`src/rtl/run_ctrl_pkg.sv`:
```
// Shared widths and run-controller state encoding for the accumulator core's
// run controller and anything in top_level that talks to it.
package run_ctrl_pkg;

  localparam int RC_AW = 8;
  localparam int RC_DW = 8;
  localparam int RC_CW = 16;

  typedef logic [2:0] state_t;

  localparam logic [2:0] ST_IDLE    = 3'd0;
  localparam logic [2:0] ST_START   = 3'd1;
  localparam logic [2:0] ST_RUN     = 3'd2;
  localparam logic [2:0] ST_DONE    = 3'd3;
  localparam logic [2:0] ST_TIMEOUT = 3'd4;

  // The host owns dat_mem in every state except while a program is launching or running.
  function automatic logic host_owns(input state_t s);
    return (s != ST_START) && (s != ST_RUN);
  endfunction

endpackage

```
`src/rtl/run_ctrl_sat_counter.sv`:
```
// CW-bit up-counter with synchronous clear and enable that sticks at all-ones.
module sat_counter
  import run_ctrl_pkg::*;
#(
  parameter int CW = RC_CW
) (
  input  logic          clk,
  input  logic          reset_n,
  input  logic          clr,
  input  logic          en,
  output logic [CW-1:0] count
);

  localparam logic [CW-1:0] ONE = {{(CW-1){1'b0}}, 1'b1};

  logic [CW-1:0] count_reg;

  always_ff @(posedge clk or negedge reset_n) begin
    if (!reset_n) begin
      count_reg <= '0;
    end else if (clr) begin
      count_reg <= '0;
    end else if (en && !(&count_reg)) begin
      count_reg <= count_reg + ONE;
    end
  end

  assign count = count_reg;

endmodule

```
`src/rtl/run_ctrl.sv`:
```
// Run controller: sequences core start/run/stop and arbitrates the single
// dat_mem port between the host loader and the core.
module run_ctrl
  import run_ctrl_pkg::*;
#(
  parameter int            AW        = RC_AW,
  parameter int            DW        = RC_DW,
  parameter int            CW        = RC_CW,
  parameter logic [CW-1:0] MAX_CYC   = CW'(4000),
  parameter int            START_LEN = 2
) (
  input  logic          clk,
  input  logic          reset_n,
  input  logic          host_go,
  input  logic          host_req,
  input  logic          host_we,
  input  logic [AW-1:0] host_addr,
  input  logic [DW-1:0] host_wdat,
  output logic          host_gnt,
  output logic [DW-1:0] host_rdat,
  output logic          core_start,
  input  logic          core_done,
  input  logic          core_we,
  input  logic [AW-1:0] core_addr,
  input  logic [DW-1:0] core_wdat,
  output logic          mem_we,
  output logic [AW-1:0] mem_addr,
  output logic [DW-1:0] mem_wdat,
  input  logic [DW-1:0] mem_rdat,
  output logic          busy,
  output logic          run_done,
  output logic          timeout,
  output logic [CW-1:0] cycle_cnt
);

  localparam int            SW       = (START_LEN > 1) ? $clog2(START_LEN) : 1;
  localparam logic [SW-1:0] START_LD = SW'(START_LEN - 1);
  localparam logic [SW-1:0] SW_ONE   = {{(SW-1){1'b0}}, 1'b1};
  localparam logic [CW-1:0] LAST_CYC = MAX_CYC - {{(CW-1){1'b0}}, 1'b1};

  state_t        state_reg, state_next;
  logic [SW-1:0] start_cnt_reg, start_cnt_next;
  logic          timeout_reg, timeout_next;
  logic          go_accept;
  logic          host_side;

  assign go_accept = (state_reg == ST_IDLE) && host_go;

  always_comb begin
    state_next     = state_reg;
    start_cnt_next = start_cnt_reg;
    timeout_next   = timeout_reg;
    case (state_reg)
      ST_IDLE: begin
        if (host_go) begin
          state_next     = ST_START;
          start_cnt_next = START_LD;
          timeout_next   = 1'b0;
        end
      end
      ST_START: begin
        if (start_cnt_reg == '0) begin
          state_next = ST_RUN;
        end else begin
          start_cnt_next = start_cnt_reg - SW_ONE;
        end
      end
      ST_RUN: begin
        // A done flag on the limit cycle still counts as a normal completion.
        if (core_done) begin
          state_next = ST_DONE;
        end else if (cycle_cnt == LAST_CYC) begin
          state_next   = ST_TIMEOUT;
          timeout_next = 1'b1;
        end
      end
      ST_DONE, ST_TIMEOUT: state_next = ST_IDLE;
      default:             state_next = ST_IDLE;
    endcase
  end

  always_ff @(posedge clk or negedge reset_n) begin
    if (!reset_n) begin
      state_reg     <= ST_IDLE;
      start_cnt_reg <= '0;
      timeout_reg   <= 1'b0;
    end else begin
      state_reg     <= state_next;
      start_cnt_reg <= start_cnt_next;
      timeout_reg   <= timeout_next;
    end
  end

  // The done cycle itself is not counted, so cycle_cnt reports completed work cycles.
  sat_counter #(
    .CW(CW)
  ) u_cycle_cnt (
    .clk    (clk),
    .reset_n(reset_n),
    .clr    (go_accept),
    .en     ((state_reg == ST_RUN) && !core_done),
    .count  (cycle_cnt)
  );

  assign core_start = (state_reg != ST_RUN);
  assign busy       = (state_reg == ST_START) || (state_reg == ST_RUN);
  assign run_done   = (state_reg == ST_DONE);
  assign timeout    = timeout_reg;

  assign host_side = host_owns(state_reg);
  assign host_gnt  = host_side & host_req;
  assign mem_we    = host_side ? (host_req & host_we) : (core_we & (state_reg == ST_RUN));
  assign mem_addr  = host_side ? host_addr : core_addr;
  assign mem_wdat  = host_side ? host_wdat : core_wdat;

  genvar gi;
  generate
    for (gi = 0; gi < DW; gi++) begin : g_rdat
      assign host_rdat[gi] = mem_rdat[gi] & host_gnt;
    end
  endgenerate

endmodule

```
`config.mk`:
```
export PLATFORM = sky130hd
export DESIGN_NAME = run_ctrl
export DESIGN_NICKNAME = d
export VERILOG_FILES = /design/src/rtl/run_ctrl_pkg.sv /design/src/rtl/run_ctrl_sat_counter.sv /design/src/rtl/run_ctrl.sv
export SDC_FILE = /design/constraint.sdc
export NUM_CORES = 1
export LEC_CHECK = 0
export BUFFER_PORTS_ARGS = -buffer_cell sky130_fd_sc_hd__buf_2
export CORE_ASPECT_RATIO = 0.8
export CORE_UTILIZATION = 43
export DETAILED_ROUTE_END_ITERATION = 7
export PLACE_DENSITY = 0.83
export SLEW_MARGIN = 15
export SYNTH_ARGS = -nofsm -noshare
export SYNTH_HDL_FRONTEND = slang
export SYNTH_SLANG_ARGS = --single-unit
export TNS_END_PERCENT = 100
```
`constraint.sdc`:
```
create_clock -name clk -period 3.3 [get_ports clk]
set_clock_uncertainty 0.15 [all_clocks]
set_input_delay 0.33 -clock clk [delete_from_list [all_inputs] [get_ports clk]]
set_output_delay 0.33 -clock clk [all_outputs]
set_load 0.05 [all_outputs]
```
==> flow_summary.ini <==
[final_layout]
n_diodes = 0
instances_no_fill = 333
footprint_of_the_flip_flops_and_latches_sq_um = 525.5
post-route-cell-area_sq_um = 2057
largest_reg_flops = 16
area_overhead_of_the_layout_relative_to_synthesis_pct = 35.31
final_net_count = 342
most_frequent_cells_in_the_layout = buf_2, nand2_1, dfrtp_1, a21oi_1, and3_1
drive_gt1_share_pct = 35.49
fill_cells = 300
multiInputGateArea_sq_um = 924.6
layout_commonest_cell = buf_2

[global_routing]
grt_max_degree = 28
grt_pass1_wl_mm = 6.299
gr-usage-all-layers_pct = 22.78
grt-ovfl-total = 0
via_count_of_the_first_global_routing_pass = 1299
antenna_found_initial = 0

[setup_path]
timing.critical_path.fanout_max = 9
cp_data_required_time_ns = 3.34
r2r.worst_path.cells = 4
crit_type = reg -> reg
critical_path.endpoint_type = flip-flop
worst-r2r-setup-slack_ns = 0.64
worst_ep_arrival_time_ns = 2.70
kind_of_launch_point_of_the_worst_setup_path = flip-flop

[drt]
detail_route.drc_violations = 0
wl_mm = 4.249
drt_pass1_iterations = 4
drt-vias-per-instance = 5.228
dr.first_iter.drc_count = 118
dr_total_vias = 1741
antenna_violating_nets_post_route = 0
detail_route.wl_per_cell_microns = 12.76

[cts]
clkSlewWorstSetupHoldPaths_ns = 0.09
cts_num_sinks = 21
cts_bufs_inserted = 3
ctsLongestPathBuffers = 2
clock_root_buffer = clkbuf_8
htreeDepth = 1
tritoncts_clock_tree = done
clk_latency_ns = 0.27
post_cts_resize_count = 0

[die]
die_w_microns = 68.48
placementRows = 18
chipHeight_microns = 55.18
initial_utilization_pct = 47.20
design.portCount = 93
core_sq_um = 3221
fp.dieArea_sq_um = 3778

[run_status]
status = completed

[placement]
post-dp-hpwl_mm = 3.355
gp_congestion = 0.8199
io_buffer_count = 92
numPlacedInstances = 328
placed_cell_area_sq_um = 1998

[sta]
setup_viol_count_final = 0
max_freq_mhz = 375.8
min_period_ns = 2.661
relSlewSlack_pct = 42.12
final_hold_viol_count = 0
finalMaxSlewViolations = 0
rsz0062_at_grt = no
fin_tns_setup_ns = 0
final_min_period_over_clock_period_pct = 80.63
max_slew.worst_pin.slew_ns = 0.8603

[power_and_ir_drop]
power.static_leakage_nw = 1.111
cellPowerDensity_nw_per_um2 = 858.3
vdd_ir_drop_max_mv = 0.7677

[synthesis]
postSynthAreaPerCell_sq_um = 7.416
synthArstFlopShare_pct = 100.0
synth_cell_area_sq_um = 1520
postSynthCellCount = 205
ys_dominant_reg_cell = dfrtp_1
postSynthNetCount = 253
synth-edff-count = 0
yosysWarnings = 0
synth.yosys.seq_area_share_pct = 34.57
synth.distinct_cells = 40
ys_ff_latch = 21

[flow_run]
maxCapViolations = 0

[worst_hold_path]
worst_hold_path.num_cells = 3
class_of_the_worst_hold_path = in -> reg
## synthesized netlist by cell type (2+ instances only)
cell,count,area (sq um)
a211oi_1,2,15.01
a21oi_1,15,75.07
and2_1,3,18.77
and3_1,11,68.82
and4_1,4,35.03
clkbuf_1,8,30.03
dfrtp_1,21,525.5
inv_1,3,11.26
mux2i_1,6,60.06
nand2_1,65,244.0
nand2b_1,2,12.51
nand3_1,5,25.02
nand4_1,9,56.30
nor2_1,7,26.28
nor3_1,2,10.01
nor4_1,4,25.02
nor4b_1,3,26.28
o21ai_0,4,20.02
o31ai_1,5,37.54
or2_2,2,12.51
or3_1,3,18.77
or4_1,3,22.52
## cells by family after synthesis
kind of cell             after synthesis  synth area share, %
AND/OR/NAND/NOR                      129                43.13
adder cells (fa/ha/maj)                1               0.8229
buffers and inverters                 16                4.608
multiplexers                           6                3.951
AO/OA/AOI/OAI                         32                12.92
flip-flops                            21                34.57
## final timing paths
kind / startpoint / endpoint
min: core_done / state_reg[0]
max: state_reg[2] / u_cycle_cnt.count[15]
max in group asynchronous: reset_n / u_cycle_cnt.count[6]
min in group asynchronous: reset_n / u_cycle_cnt.count[14]
max reg2reg: state_reg[2] / u_cycle_cnt.count[15]
min reg2reg: timeout / timeout
## area by class of cell
class	count	share of cell area, %
multi-input combinational	168	44.95
sequential	21	25.55
timing repair buffer	96	23.97
tap	40	2.433
clock buffer	3	2.007
inverter	4	0.7299
clock inverter	1	0.3650
## per-stage QoR
step / hold WS, ns / power [mW] / utilization [%] / worst slack (ns)
after floorplan: -0.1156 / 1.323 / - / 0.4958
after global placement: 0.1579 / 1.586 / 62.04 / 0.7259
after detailed placement: 0.1616 / 1.592 / 62.04 / 0.6650
after CTS: 0.2240 / 1.768 / 63.87 / 0.6555
after global routing: 0.2545 / 1.883 / 63.87 / 0.4573
final: 0.2264 / 1.765 / 63.87 / 0.6392
## power breakdown
| part | switching (mW) | internal [mW] |
|---|---|---|
| Combinational | 0.958 | 0.293 |
| Clock | 0.0899 | 0.0855 |
| Sequential | 0.0512 | 0.287 |
| Total | 1.10 | 0.666 |
## timing repair
item | in CTS | in global routing
setup buffers | 0 | 0
endpoints found under the hold margin | 21 | 0
hold buffers | 1 | 0
## layer usage
metal	vias to the layer above	track usage, %	part of all wire [%]
met5	-	0	0
met3	4	4.508	5.4
met2	47	31.54	45
met1	783	36.28	49
met4	0	3.125	0.49
li1	907	-	-
## critical path: stages (launching register included)
cell,delay (ns)
dfrtp_1,0.47
or4b_1,0.70
or4_4,0.60
or4_1,0.51
a21oi_1,0.15
Power figures use the tool's default switching activity.
